$ cat src/rtl/pipeline_hazard_ctrl.sv
// Hazard and sequencing controller for the 5-stage pipeline.
// Resolves mem_busy freezes, taken-branch flushes and load-use stalls with
// same-cycle control outputs. It also keeps saturating event counters for debug.
module pipeline_hazard_ctrl #(
  parameter int PC_W         = 8,
  parameter int RA_W         = 5,
  parameter int FLUSH_CYCLES = 2,
  parameter int CNT_W        = 16
) (
  input  logic             clk,
  input  logic             rst,
  input  logic [RA_W-1:0]  IF_ID_Rs,
  input  logic [RA_W-1:0]  IF_ID_Rt,
  input  logic             IF_ID_UsesRt,
  input  logic             ID_EX_MemRead,
  input  logic [RA_W-1:0]  ID_EX_Rd,
  input  logic             BranchTaken_EX,
  input  logic [PC_W-1:0]  BranchTarget_EX,
  input  logic             mem_busy,
  output logic             PC_Write,
  output logic             IF_ID_Write,
  output logic             IF_ID_Flush,
  output logic             ID_EX_Write,
  output logic             ID_EX_Bubble,
  output logic             EX_MEM_Hold,
  output logic             BranchTaken,
  output logic [PC_W-1:0]  BranchTarget,
  output logic             ctrl_state,
  output logic [CNT_W-1:0] load_stall_cnt,
  output logic [CNT_W-1:0] flush_cnt,
  output logic [CNT_W-1:0] mem_stall_cnt
);

  typedef enum logic {RUN = 1'b0, FLUSH = 1'b1} state_t;

  localparam logic [2:0]       FL_INIT = 3'(FLUSH_CYCLES - 1);
  localparam logic [CNT_W-1:0] CNT_MAX = '1;
  localparam logic [CNT_W-1:0] CNT_ONE = CNT_W'(1);

  state_t     state, state_nxt;
  logic [2:0] flush_left, flush_left_nxt;
  logic       load_use;
  logic       ls_inc, fl_inc, ms_inc;

  // A load in EX feeding a source used by ID. r0 is hardwired, so it never hazards.
  assign load_use = ID_EX_MemRead && (ID_EX_Rd != '0) &&
                    ((ID_EX_Rd == IF_ID_Rs) || (IF_ID_UsesRt && (ID_EX_Rd == IF_ID_Rt)));

  assign ctrl_state = state;

  // State register; reset aborts any flush in progress
  always_ff @(posedge clk) begin
    if (!rst) begin
      state      <= RUN;
      flush_left <= '0;
    end else begin
      state      <= state_nxt;
      flush_left <= flush_left_nxt;
    end
  end

  // Next state: a freeze holds everything, and a taken branch opens the flush window
  always_comb begin
    state_nxt      = state;
    flush_left_nxt = flush_left;
    if (!mem_busy) begin
      if (state == RUN) begin
        if (BranchTaken_EX && (FLUSH_CYCLES > 1)) begin
          state_nxt      = FLUSH;
          flush_left_nxt = FL_INIT;
        end
      end else begin
        flush_left_nxt = flush_left - 3'd1;
        if (flush_left == 3'd1) state_nxt = RUN;
      end
    end
  end

  // Control outputs. Priority: reset, mem_busy, flush/branch, load-use
  always_comb begin
    PC_Write     = 1'b1;
    IF_ID_Write  = 1'b1;
    ID_EX_Write  = 1'b1;
    IF_ID_Flush  = 1'b0;
    ID_EX_Bubble = 1'b0;
    EX_MEM_Hold  = 1'b0;
    BranchTaken  = 1'b0;
    BranchTarget = '0;
    if (!rst) begin
      PC_Write     = 1'b0;
      IF_ID_Write  = 1'b0;
      IF_ID_Flush  = 1'b1;
      ID_EX_Bubble = 1'b1;
    end else if (mem_busy) begin
      PC_Write    = 1'b0;
      IF_ID_Write = 1'b0;
      ID_EX_Write = 1'b0;
      EX_MEM_Hold = 1'b1;
    end else if (state == FLUSH) begin
      IF_ID_Flush  = 1'b1;
      ID_EX_Bubble = 1'b1;
    end else if (BranchTaken_EX) begin
      BranchTaken  = 1'b1;
      BranchTarget = BranchTarget_EX;
      IF_ID_Flush  = 1'b1;
      ID_EX_Bubble = 1'b1;
    end else if (load_use) begin
      PC_Write     = 1'b0;
      IF_ID_Write  = 1'b0;
      ID_EX_Bubble = 1'b1;
    end
  end

  assign ls_inc = rst && !mem_busy && (state == RUN) && !BranchTaken_EX && load_use;
  assign fl_inc = rst && IF_ID_Flush;
  assign ms_inc = rst && mem_busy;

  // Saturating event counters
  always_ff @(posedge clk) begin
    if (!rst) begin
      load_stall_cnt <= '0;
      flush_cnt      <= '0;
      mem_stall_cnt  <= '0;
    end else begin
      if (ls_inc && (load_stall_cnt != CNT_MAX)) load_stall_cnt <= load_stall_cnt + CNT_ONE;
      if (fl_inc && (flush_cnt != CNT_MAX))      flush_cnt      <= flush_cnt + CNT_ONE;
      if (ms_inc && (mem_stall_cnt != CNT_MAX))  mem_stall_cnt  <= mem_stall_cnt + CNT_ONE;
    end
  end

endmodule
$ cat config.mk
export PLATFORM = sky130hd
export DESIGN_NAME = pipeline_hazard_ctrl
export DESIGN_NICKNAME = d
export VERILOG_FILES = /design/src/rtl/pipeline_hazard_ctrl.sv
export SDC_FILE = /design/constraint.sdc
export NUM_CORES = 1
export LEC_CHECK = 0
export ABC_AREA = 1
export ABC_CLOCK_PERIOD_IN_PS = 1700
export CORE_MARGIN = 2
export CORE_UTILIZATION = 30
export CTS_BUF_LIST = sky130_fd_sc_hd__clkbuf_16
export CTS_CLUSTER_DIAMETER = 50
export DETAILED_ROUTE_END_ITERATION = 10
export DONT_BUFFER_PORTS = 1
export PLACE_DENSITY = 0.49
export SLEW_MARGIN = 20
export SYNTH_ARGS = -nofsm -noshare
export SYNTH_HDL_FRONTEND = slang
export SYNTH_SLANG_ARGS = --single-unit
$ cat constraint.sdc
create_clock -name clk -period 1.7 [get_ports clk]
set_input_delay 0.085 -clock clk [delete_from_list [all_inputs] [get_ports clk]]
set_output_delay 0.085 -clock clk [all_outputs]
set_load 0.02 [all_outputs]
# == After elaboration in Yosys (flattened, before gate mapping) ==
# Index checks and enable logic that the tools add are counted.
# op_classes
add_sub_neg,4
n_eq_ne,6
muxes,29
n_bitwise,2
n_reduce_logical,18
# op_table
op,n
"16-bit by 1-bit adder with 16-bit output, second input constant",3
"16-bit inequality test, second input constant",3
8-bit two-way mux,4
1-bit two-way mux,23
1-bit logical AND,12
5-bit equality test,2
3-bit two-way mux,2
5-bit nonzero test,1
"3-bit by 1-bit equality test with 1-bit output, second input constant",1
"3-bit by 1-bit subtractor with 3-bit output, second input constant",1
1-bit zero test,2
1-bit NOT,2
2-bit AND reduction,1
2-bit nonzero test,1
1-bit logical OR,1
# word_totals
register_bits,52
inputBits,29
out_inout_bits,64
word_cells,64

# == Logic depth before layout (Yosys ltp) ==
# depth
depth_word,9
mapped_depth,13
mapped_depth_nobuf,13

# == Worst setup path before layout ==
# OpenSTA, ideal clock, no wires.
# synth_timing
path_kind,reg-to-output
startpoint,register state (netlist: ctrl_state)
endpoint,output BranchTarget[0]
t_arrival_ps,1792
path_slack_ps,-177
stages_incl_launch_ff,9
path_cell_list,dfxtp_1 nor2_1 nor2_1 inv_1 nor2_1 inv_1 nor2_1 inv_1 nor2_1
# synth_via
elab_chain_len,3
# synth_rtl
element,line,rtl
from (decl),40,"state_t state, state_nxt;"
from (signal assigned),57,state <= state_nxt;
8-bit two-way mux,99,end else if (state == FLUSH) begin
8-bit two-way mux,94,end else if (mem_busy) begin
8-bit two-way mux,89,if (!rst) begin
to (decl),27,"output logic [PC_W-1:0] BranchTarget,"
# Every way passes these cells.

# == Final worst setup path ==
# layout_timing
startpoint,register state (netlist: ctrl_state)
endpoint,output BranchTarget[3]
# Same word-level chain as after synthesis.

==> impl_summary.md <==
Clock network
At the later pin of the worst-skew pair, clock insertion delay measures 0.29 ns. Clock tree synthesis found a total of 52 sinks. The H-tree generated during clock tree synthesis spans 2 levels. The TritonCTS clock tree is yes. Buffers inserted during clock tree synthesis total 5. The library cell used as clock root buffer is sky130_fd_sc_hd__clkbuf_16.

The buffer depth of the longest clock path is 2. The clock-pin slew reported for the worst setup and hold paths after clock tree synthesis is 0.07 ns.

Power
The internal power consumption is 2.01 mW. In this run switching power makes up 24.0% of total power. For this design the static power due to leakage is 1.66 nW. The maximum vdd drop is 485 µV.

The relative contribution of the clock network to total power is 42.3%. Summing internal, switching and leakage power gives 2.65 mW. The analysis attributes to net switching a power of 0.636 mW. The power density over the cells is 655 mW/mm². The share of total power dissipated in sequential elements is 46.9%. Combinational logic is responsible for 10.8% of the overall power.

Layout
In the final design database the tool counted 606 nets. Cells with a size suffix above 1 make up 24.0% of the layout. The total inserted antenna cells is 0.

The growth of design area from synthesis to finish is 29.4%. The top cell types in the final layout, fill and taps aside, are sky130_fd_sc_hd__nand2_1 (139), sky130_fd_sc_hd__buf_4 (73), sky130_fd_sc_hd__nor2_1 (68). The most common cell after layout, fill and taps aside is sky130_fd_sc_hd__nand2_1. The layout has 1087 filler cells.

Timing
The achievable clock frequency is 591 MHz. The worst pin sits at a relative slew slack of 62.1%. On the final layout, the worst clock skew is 0.00602 ns. Setup violations remaining at the end of the flow were counted as 0.

The number of pins exceeding their max-slew limit in the final report came to 0. The period utilization is 99.5%. The number of hold violations in the final report is 0.

At the pin with the least slew margin, the transition time is 0.569 ns. For the final routed database, the setup TNS stands at 0 ns. Setup repair after global routing could not meet its margin everywhere. The worst path in the final design needs a cycle of 1.69 ns, including I/O delays and setup.

Synthesis
Counting flops and latches in the post-synthesis netlist gives 52. A synthesized cell averages 6.24 µm². The largest total area in the synthesized netlist belongs to sky130_fd_sc_hd__dfxtp_1.

In this run the biggest area consumer among cell types represents 33.3% of the synthesized area. Counting every instance in the synthesized netlist gives 501. In this run, synthesis inferred 0 flip-flops with an integrated enable. The post-synth net total is 535. Summing every instance area after synthesis gives 0.00312 mm². Counting flops with an async set or reset pin after synthesis yields a share of 0%. For this run, the leading register cell type out of synthesis is sky130_fd_sc_hd__dfxtp_1.

Ranked by total cell area, the synthesized netlist is headed by sky130_fd_sc_hd__dfxtp_1 (33%), sky130_fd_sc_hd__nand2_1 (17%), sky130_fd_sc_hd__nor2_1 (10%). The distinct cell type count after synthesis is 31. The share of the Yosys chip area taken by registers is 33.3%. During synthesis, Yosys emitted a total of 0 warnings.

Place
Summed over all nets, the half-perimeter wirelength after detailed placement is 6360 µm. The number of buffer cells added on primary ports is 0. The routability congestion estimate is 0.795.

Floorplanning
93 I/O pins were placed. The floorplan step defined a core boundary enclosing 0.0102 mm². The die footprint is 0.0112 mm².

In this run the core area contains 37 standard-cell rows. The y dimension of the die is 106 µm. The initial standard-cell utilization of the core is 30.5%.

From left edge to right edge, the die measures 106 µm.

Flow run
The number of violations of the max-capacitance limit is 0.

Drt
The per-cell routed wire length is 12.1 µm. Across all layers, the routed design uses 3237 vias. The number of vias per cell after detailed routing is 4.58.

For this run, design rule violations remaining after detail routing come to 0. Before antenna repair, the detailed router went through 6 iterations. After the first detailed-routing iteration, the DRC count stood at 132.

The total routed wirelength is 8570 µm. The detail route stage leaves a number of antenna-violating nets equal to 0.

Worst setup path
The critical path capture point type is an output pin. STA classifies the critical path startpoint as a flop. The worst register-to-register path begins at mem_stall_cnt[0]. Of all nets on the critical path, the largest fanout is 8. The classification of the worst setup path is reg2out. Tracing the worst setup path back leads to its startpoint at ctrl_state. The critical path arrival is 1.61 ns. The required time of the worst setup path is 1.62 ns.

GRT
The initial antenna violation count is 0. The aggregate global routing overflow is 0. The first global-routing pass estimated 14200 µm of wire. Across every metal layer, demand over resource in global routing totals 15.2%. The number of global-route vias before repair is 3156. Entering global routing, the biggest net connects 30 pins.

Status
The flow ran to the end, and the final reports show no timing, DRC or antenna violations.

Worst hold path
The worst hold path begins at mem_busy. The class of the tightest hold or removal check is in2reg.
[path summary, 6_finish.rpt]
path | end | slack, ns | depth (start not counted)
worst min-delay path | flush_left[1] | 0.02 | 3
worst max-delay path | BranchTarget[3] | 0.008 | 8
worst min register to register | flush_left[2] | 0.47 | 1
worst max register to register | mem_stall_cnt[12] | 0.13 | 8
[registers in the layout (all words and copies together), names as in the netlist]
name,flops
load_stall_cnt,16
mem_stall_cnt,16
flush_cnt,16
flush_left,3
ctrl_state,1
[cells by family (layout without fill, tap and decap cells)]
group | count (synthesis) | in the layout | synth area share (%)
simple gates | 301 | 301 | 41.5
buf+inv | 77 | 147 | 10.4
flops | 52 | 52 | 33.3
compound gates | 50 | 50 | 8.29
fa+ha+maj | 5 | 5 | 2.00
xor+xnor | 16 | 16 | 4.49
[cell type report]
| type | count | area (µm²) | share of cell area (%) |
|---|---|---|---|
| multi-input cells | 372 | 1850 | 45.9 |
| flip-flops and latches | 52 | 1050 | 25.9 |
| repair buffers | 75 | 558 | 13.8 |
| inverters | 66 | 258 | 6.38 |
| well taps | 136 | 170 | 4.21 |
| clock buffers | 5 | 125 | 3.10 |
| clock inverters | 1 | 30.0 | 0.743 |
[worst max-delay path, stage by stage (launching register included)]
cell and delay (ns):
sky130_fd_sc_hd__dfxtp_2 0.34, sky130_fd_sc_hd__nor2_2 0.05, sky130_fd_sc_hd__nor2_2 0.11, sky130_fd_sc_hd__inv_2 0.05, sky130_fd_sc_hd__nor2_2 0.10, sky130_fd_sc_hd__inv_2 0.07, sky130_fd_sc_hd__nor2_4 0.12, sky130_fd_sc_hd__clkinvlp_4 0.22
sky130_fd_sc_hd__nor2_2 0.27
[layer usage]
layer  GRT usage [%]  vias up  part of all wire (%)
met5               0        -                     0
met2            27.4       69                    49
met4            2.73        0                  0.60
met3            4.54        6                   6.2
met1            18.0     1455                    44
li1                -     1707                     -
[synth_stat cells (all sizes together) (8+ instances only)]
cell type  instances
nand2            147
o21ai             15
dfxtp             52
nand3             31
nand4             12
xor2               8
nor2              94
inv               66
a21oi             31
xnor2              8
buf                8
nor3              13
[stage by stage]
step	std cells	hold slack (ns)	instance area [µm²]	worst slack, ns	util, %
after floorplan	501	0.276	3150	-0.0323	-
after global placement	687	0.213	3700	0.0957	36.2
after detailed placement	687	0.216	3700	0.0424	36.2
after CTS	694	0.00401	3870	0.0146	37.8
after global routing	707	0.0418	4040	-0.113	39.5
final	707	0.0163	4040	0.00777	39.5
[power groups by stage]
stage	Combinational, mW	Clock [mW]	Sequential [mW]
6_report	0.285	1.12	1.24
5_1_grt	0.322	1.19	1.24
4_1_cts	0.256	1.16	1.24
3_5_place_dp	0.241	0	1.27
3_3_place_gp	0.239	0	1.27
2_1_floorplan	0.177	0	1.28
[timing repair]
action	in CTS	in global routing
resized for setup	0	28
buffers inserted	0	13
setup endpoints to repair	0	40
hold buffers	1	0
hold endpoints to repair	29	0
(Power assumes the default switching activity.)
